$ cat src/rtl/implication_chk_pkg.sv
// Shared types and helpers for the implication window checker: lane state,
// age counter width, popcount and saturating accumulate.
package implication_chk_pkg;

   localparam int unsigned AGE_W = 8;

   typedef enum logic [0:0] {
      ST_IDLE = 1'b0,
      ST_WAIT = 1'b1
   } lane_state_e;

   function automatic logic [5:0] popcnt32(input logic [31:0] v);
      logic [5:0] n;
      n = '0;
      for (int i = 0; i < 32; i++) begin
         n = n + {5'd0, v[i]};
      end
      return n;
   endfunction

   // Sum is formed one bit wider so the overflow past max is always visible.
   function automatic logic [31:0] sat_add(input logic [31:0] acc,
                                           input logic [31:0] inc,
                                           input logic [31:0] max);
      logic [32:0] s;
      s = {1'b0, acc} + {1'b0, inc};
      if (s > {1'b0, max}) begin
         return max;
      end
      return s[31:0];
   endfunction

endpackage

$ cat src/rtl/implication_chk_lane.sv
// One implication lane: IDLE/WAIT FSM with an age counter; emits a
// combinational pass/fail strobe for the edge on which the verdict is decided.
module implication_chk_lane
   import implication_chk_pkg::*;
#(
   parameter int unsigned MIN_DLY = 1,
   parameter int unsigned MAX_DLY = 2
) (
   input  logic clk,
   input  logic rst,
   input  logic en,
   input  logic ant,
   input  logic cons,
   output logic pass,
   output logic fail
);

   localparam logic [AGE_W-1:0] MIN_A = AGE_W'(MIN_DLY);
   localparam logic [AGE_W-1:0] MAX_A = AGE_W'(MAX_DLY);
   localparam logic             MIN_Z = (MIN_DLY == 0);
   localparam logic             MAX_Z = (MAX_DLY == 0);

   lane_state_e      state_q, state_d;
   logic [AGE_W-1:0] age_q, age_d;

   always_comb begin
      state_d = state_q;
      age_d   = age_q;
      pass    = 1'b0;
      fail    = 1'b0;
      case (state_q)
         ST_IDLE: begin
            if (en && ant) begin
               if (MIN_Z && cons) begin
                  pass = 1'b1;
               end else if (MAX_Z) begin
                  fail = 1'b1;
               end else begin
                  state_d = ST_WAIT;
                  age_d   = AGE_W'(1);
               end
            end
         end
         ST_WAIT: begin
            if (!en) begin
               state_d = ST_IDLE;
               age_d   = '0;
            end else begin
               if (cons && (MIN_Z || age_q >= MIN_A)) begin
                  pass = 1'b1;
               end else if (age_q == MAX_A) begin
                  fail = 1'b1;
               end else begin
                  age_d = age_q + AGE_W'(1);
               end
               // A new antecedent on the verdict edge restarts the lane; when it
               // would itself pass immediately it is folded into this cycle's
               // single pass so the lane never emits two verdicts at once.
               if (pass || fail) begin
                  state_d = ST_IDLE;
                  age_d   = '0;
                  if (ant && !(MIN_Z && cons)) begin
                     state_d = ST_WAIT;
                     age_d   = AGE_W'(1);
                  end
               end
            end
         end
         default: begin
            state_d = ST_IDLE;
            age_d   = '0;
         end
      endcase
   end

   always_ff @(posedge clk) begin
      if (rst) begin
         state_q <= ST_IDLE;
         age_q   <= '0;
      end else begin
         state_q <= state_d;
         age_q   <= age_d;
      end
   end

endmodule

$ cat config.mk
export PLATFORM = sky130hd
export DESIGN_NAME = implication_chk_lane
export DESIGN_NICKNAME = d
export VERILOG_FILES = /design/src/rtl/implication_chk_pkg.sv /design/src/rtl/implication_chk_lane.sv
export SDC_FILE = /design/constraint.sdc
export NUM_CORES = 1
export LEC_CHECK = 0
export ABC_AREA = 1
export BUFFER_PORTS_ARGS = -buffer_cell sky130_fd_sc_hd__buf_2
export CAP_MARGIN = 10
export CORE_AREA = 5 5 42 44
export CTS_BUF_LIST = sky130_fd_sc_hd__clkbuf_8
export DETAILED_ROUTE_END_ITERATION = 6
export DIE_AREA = 0 0 47 49
export HOLD_SLACK_MARGIN = 0.06
export PLACE_DENSITY = 0.68
export SYNTH_ARGS = -nofsm -noshare
export SYNTH_HDL_FRONTEND = slang
export SYNTH_SLANG_ARGS = --single-unit
$ cat constraint.sdc
create_clock -name clk -period 4.2 [get_ports clk]
set_clock_uncertainty 0.1 [all_clocks]
set_input_delay 0.42 -clock clk [delete_from_list [all_inputs] [get_ports clk]]
set_output_delay 0.42 -clock clk [all_outputs]
set_load 0.01 [all_outputs]
==> results.ini, run 1 <==
[status]
status=completed

[run]
drv_cap=0

[logic_synthesis]
synth-seq-cells=9
synth-seq-area-share_pct=30.9
async_reset_ff_share_pct=0
synthTopCellsByCount=nand2_1, dfxtp_1, inv_1
yosys-top-cells-area=dfxtp_1, nand2_1, ha_1, inv_1, nand2_2
synth_top_area_share_pct=30.9
synth_top_area_cell=dfxtp_1
syn-instance-count=80
ys.flop_type=dfxtp_1
synth_edf_count=0
synth_area_per_cell_um2=7.29
synth_most_common_cell=nand2_1
synth_area_um2=583
syn_nets=89
synth_cell_type_count=19
yosys_warnings=0

[timing]
maxSlewViolCount=0
period_share_pct=47.9
max_freq_mhz=497
rsz0062_at_grt=false
relSlewSlack_pct=84.2
fin_tns_setup_ps=0
setup_viol=0
period_minus_slack_ps=2010
hold_violations=0
worst_slew_pin_slew_ps=235

[pwr]
leakage_uw=0.000319
powerDensity_nw_per_um2=307
peakVddDrop_v=0.000202

[detailed_routing]
met2_length_um=422
wl_met3_um=41
drtAntennaViolNets=0
drt-met1-wl_um=444
drt-pass1-iter-count=4
drt-total-wl_um=935
route.detailed.drc=0
top_layer=met4
vias=478
vias_per_cell=4.51
drt_iter0_drc=6
wl_per_cell_um=8.82

[worst_setup_path]
required_ps=3680
critical_path.endpoint_type=primary output
worstPathArrival_ps=1490
r2r_cells=11
critPathLaunch=age_q[1]
path_class=flip-flop to primary output
reg2reg_from=age_q[1]
path_max_fanout=5
startpoint_type=flip-flop

[finish]
antenna_cells=0
fin_area_um2=678
fin_nets=100
area_growth_pct=16.3
final_layout_size_suffix_gt1_share_pct=31.1
instances_no_fill=106

[clocking]
cts_buffers=3
cts-resized-gates=0
root_buffer=clkbuf_8
tritoncts=yes
insertion_delay_ps=230
postCtsSetupRepairBufs=0
path_clk_slew_ps=50
cts.path.max_buffers=2
htreeDepth=1
cts_hold_buf=0
cts_sinks=9

[placement]
io_buffers=6
place_congestion=0.754
placedCellCount=102
placed_area_um2=633
place_hpwl_um=770

[grt]
antenna_found_initial=0
grt_max_degree=6
grt_pass1_wl_um=1740
gr-total-overflow=0
grt_pass1_vias=473
grt_usage_pct=10.5

[hold_path]
hold_depth=2
hold_class=primary input to flip-flop
hp-start=rst

[floorplan]
initial_core_util_pct=41.6
die_h_um=49
coreArea_um2=1400
num_rows=14
ioPinCount=7
dieArea_um2=2300
die_w_um=47

## registers in the layout, indices dropped and copies added (netlist names)
register,cells
age_q,8
state_q,1
## power by group
group	switching (µW)	total (µW)	internal (µW)	leakage (µW)
registers	1.62	88.9	87.3	0.0000729
clock network	34.0	97.6	63.6	0.0000269
logic	14.0	21.8	7.89	0.000219
total	49.5	208	159	0.000319
## placed cells by master (no fill, tap or decap)
master,instances
nand2_1,16
nand3_1,6
nand4_1,1
clkbuf_8,3
inv_4,1
nor3_4,1
nand2_4,2
dfxtp_1,9
inv_1,10
nor2_1,8
o21ai_0,2
a21oi_1,3
ha_1,4
buf_2,6
nor2_4,1
nor2_2,3
nand2_2,5
xor2_1,3
inv_2,4
nor3_2,1
nand3_2,1
## metrics by stage
stage / utilization, % / total power, µW / hold WS, ps / worst slack [ps]
after floorplan: - / 107 / 382 / 2560
after global placement: 45.2 / 112 / 412 / 2460
after detailed placement: 45.2 / 113 / 425 / 2410
after CTS: 48.4 / 214 / 281 / 2150
after global routing: 48.4 / 222 / 285 / 2010
final: 48.4 / 208 / 287 / 2190
## cell type report
class,count,area [µm²]
Fill cell,156,723
Multi-Input combinational cell,57,348
Sequential cell,9,180
Inverter,14,55.1
Clock buffer,3,41.3
Timing Repair Buffer,6,30.0
Tap cell,16,20.0
Clock inverter,1,3.75
## layer usage
metal / vias to the layer above / track usage (%)
li1: 264 / -
met1: 204 / 12.5
met2: 7 / 15.6
met3: 3 / 3.32
met4: 0 / 6.91
met5: - / 0
## kinds of logic (layout without fill, tap and decap cells)
family | Yosys count | in the layout | share of synthesized area, %
adder cells (fa/ha/maj) | 4 | 4 | 8.58
buffers and inverters | 14 | 24 | 9.44
XOR/XNOR | 3 | 3 | 4.51
flip-flops | 9 | 9 | 30.9
AO/OA/AOI/OAI | 5 | 5 | 4.29
AND/OR/NAND/NOR | 45 | 45 | 42.3
## critical path, stage by stage, from the launching register on
cell	delay, ps
dfxtp_1	400
inv_1	80
ha_1	180
inv_1	50
nand2_1	40
nor2_1	90
nand2_1	70
nand2_2	100
nand2_1	60
nor2_1	70
buf_2	130
## final timing paths
path / to / slack, ps
worst max-delay path: fail / 2190
worst min-delay path: state_q / 290
worst max register to register: age_q[6] / 2660
worst min register to register: age_q[1] / 430
Note: power is estimated with default switching activity, not from simulation.
==> run 2: changes to the inputs <==
--- a/config.mk
+++ b/config.mk
@@ -5,7 +5,7 @@
 export SDC_FILE = /design/constraint.sdc
 export NUM_CORES = 1
 export LEC_CHECK = 0
-export ABC_AREA = 1
+export ABC_AREA = 0
 export BUFFER_PORTS_ARGS = -buffer_cell sky130_fd_sc_hd__buf_2
 export CAP_MARGIN = 10
 export CORE_AREA = 5 5 42 44
==> constraint.sdc (replaced) <==
create_clock -name clk -period 1.8 [get_ports clk]
set_clock_uncertainty 0.1 [all_clocks]
set_input_delay 0.18 -clock clk [delete_from_list [all_inputs] [get_ports clk]]
set_output_delay 0.18 -clock clk [all_outputs]
set_load 0.01 [all_outputs]
==> run 2 against run 1 <==
The run now ends with negative setup slack left. Clock-buffer cell count unchanged. Hold slack worse by 170 ps. Clock power up 140%. Flip-flop and latch count unchanged. First-iteration DRC count up 83%. Sequential share of layout area down 4.5 points. Via count up 18%. Cell count down 1.9%. Routed wire length up 63%. Utilization up 11 points.
==> results.ini, run 2 <==
[floorplan]
ioPinCount=7  ; unchanged
initial_core_util_pct=39.4  ; -2.2 points
coreArea_um2=1400  ; unchanged
dieArea_um2=2300  ; unchanged
die_w_um=47  ; unchanged
num_rows=14  ; unchanged
die_h_um=49  ; unchanged

[logic_synthesis]
synth_most_common_cell=nor2_1
synth_area_per_cell_um2=8.76  ; +20%
synth_top_area_share_pct=32.7  ; +1.8 points
yosys_warnings=0  ; unchanged
synth_cell_type_count=26  ; +7
synth-seq-cells=9  ; unchanged
ys.flop_type=dfxtp_1
synth-seq-area-share_pct=32.7  ; +1.8 points
syn_nets=72  ; -19%
synth_edf_count=0  ; unchanged
yosys-top-cells-area=dfxtp_1, ha_1, nor2_1, o41ai_4, xnor2_1
synth_top_area_cell=dfxtp_1
syn-instance-count=63  ; -21%
synth_area_um2=552  ; -5.4%
async_reset_ff_share_pct=0  ; unchanged
synthTopCellsByCount=nor2_1, dfxtp_1, nand2_1

[clocking]
root_buffer=clkbuf_8
path_clk_slew_ps=40  ; about the same
cts_hold_buf=0  ; unchanged
tritoncts=yes
cts_sinks=9  ; unchanged
cts.path.max_buffers=2  ; unchanged
insertion_delay_ps=240  ; about the same
cts_buffers=3  ; unchanged
htreeDepth=1  ; unchanged

[timing]
max_freq_mhz=448
period_share_pct=124
layout_setup_ws_ps=-433  ; -2620 ps
rsz0062_at_grt=true
relSlewSlack_pct=73.4  ; -11 points
period_minus_slack_ps=2230
hold_violations=0  ; unchanged
maxSlewViolCount=0  ; unchanged
worst_slew_pin_slew_ps=400  ; +164 ps
setup_viol=11  ; +11

[detailed_routing]
route.detailed.drc=0  ; unchanged
vias_per_cell=5.44  ; +21%
drt-total-wl_um=1520  ; +63%
drt_iter0_drc=11  ; +5
drtAntennaViolNets=0  ; unchanged
vias=566  ; +18%
wl_per_cell_um=14.6  ; +66%
drt-pass1-iter-count=4  ; unchanged

[finish]
multi_input_area_um2=407  ; +17%
most-common-layout-cells=buf_4, nor2_1, dfxtp_1
layout_commonest_cell=buf_4
instances_no_fill=104  ; -1.9%
seq_area_um2=183  ; +1.4%
fin_nets=98  ; -2.0%
area_growth_pct=49.9
largest_registers=age_q (8), state_q (1)
antenna_cells=0  ; unchanged
fin_area_um2=827  ; +22%
top_register=age_q
final_layout_size_suffix_gt1_share_pct=42.0  ; +11 points
fill_cells=139  ; -11%
largest_reg_flops=8  ; unchanged

[pwr]
comb_power_share_pct=16.1  ; +5.6 points
leakage_uw=0.000337  ; +5.6%
switchingPower_uw=132  ; +170%
p_clk_share_pct=44.5  ; -2.3 points
pwr-share-seq_pct=39.4  ; -3.3 points
intPower_uw=391  ; +150%
peakVddDrop_v=0.000435  ; +120%
powerDensity_nw_per_um2=633  ; +110%
swShare_pct=25.2  ; +1.4 points

[worst_setup_path]
path_delay_family=simple AND/OR/NAND/NOR gates
crit_buf_inv=1  ; -2
startpoint_type=flip-flop
worstPathArrival_ps=1950  ; +460 ps
slowest_delay_ps=530  ; +130 ps
crit_chain=or4_4 -> or4b_4 -> a211oi_4 -> buf_2
critPathSlowestCell=or4_4
required_ps=1520  ; -2160 ps
path_max_fanout=2  ; -3
critical_path.endpoint_type=primary output
path_class=flip-flop to primary output

[placement]
io_buffers=6  ; unchanged
placed_area_um2=717  ; +13%
place_hpwl_um=1050  ; +37%
placedCellCount=97  ; -4.9%
place_congestion=0.847  ; +12%

[grt]
grt_max_degree=8  ; +2
grt_pass1_wl_um=2590  ; +49%
antenna_found_initial=0  ; unchanged
grt_usage_pct=15.5  ; +4.9 points
gr-total-overflow=0  ; unchanged
grt_pass1_vias=579  ; +22%

[hold_path]
hold_class=primary input to flip-flop

[run]
drv_cap=0  ; unchanged

[status]
status=complete, but fails checks
violations=negative setup slack

run 2: cell count changes after synthesis, sizes merged, moves of 2 or more:
cell,change
nor3b,+2
nand4,+3
a31oi,+3
nor2,-2
o21ai,-2
nand2,-18
inv,-12
nand3,-5
xnor2,+3
run 2: final timing paths:
path	start	end	slack (ps)	cells after the start
setup reg to reg	age_q[7]	age_q[7]	-340	6
setup / recovery	age_q[7]	fail	-430	4
hold / removal	rst	age_q[0]	110	2
hold reg to reg	age_q[7]	age_q[7]	510	3
run 2: final cells by class:
cell class	count	share of cell area [%]
multi-input cells	51	49.2
repair buffers	22	20.0
clock inverters	1	0.454
flip-flops and latches	9	22.1
well taps	16	2.42
inverters	2	0.908
clock buffers	3	4.99
run 2: power groups by stage:
stage	logic, µW	clock network (µW)	registers (µW)
2_1_floorplan	38.6	0	210
3_3_place_gp	69.1	0	210
3_5_place_dp	70.5	0	210
4_1_cts	78.3	239	206
5_1_grt	92.6	251	206
6_report	84.3	233	206
run 2: repair_timing:
| action | in CTS | in global routing |
|---|---|---|
| setup buffers | 3 | 1 |
| endpoints found under the setup margin | 11 | 11 |
| pin swaps | 4 | 7 |
| resized for setup | 5 | 7 |
run 2: cells by family (layout without fill, tap and decap cells):
logic type               after synthesis  in the layout  share of synthesized area [%]
AO/OA/AOI/OAI                         11             11                           18.1
XOR/XNOR                               5              5                           7.94
adder cells (fa/ha/maj)                4              4                           9.07
buffers and inverters                  3             28                           2.27
flip-flops                             9              9                           32.7
AND/OR/NAND/NOR                       31             31                           29.9
run 2: through the flow:
stage                     hold WS, ps  setup WS (ps)  TNS (ps)  total power, µW  utilization, %
after floorplan                   142           -205     -1290              249               -
after global placement            324           -256     -2190              279            51.2
after detailed placement          328           -278     -2420              280            51.2
after CTS                        79.9           -419     -3470              524            57.3
after global routing              115           -457     -4110              549            59.0
final                             112           -433     -3500              523            59.0
run 2: per-layer routing:
metal,part of all wire (%),up-vias,global-route usage [%]
li1,-,279,-
met1,41,273,17.5
met2,55,12,25.3
met3,3.4,2,6.27
met4,0.72,0,5.07
met5,0,-,0
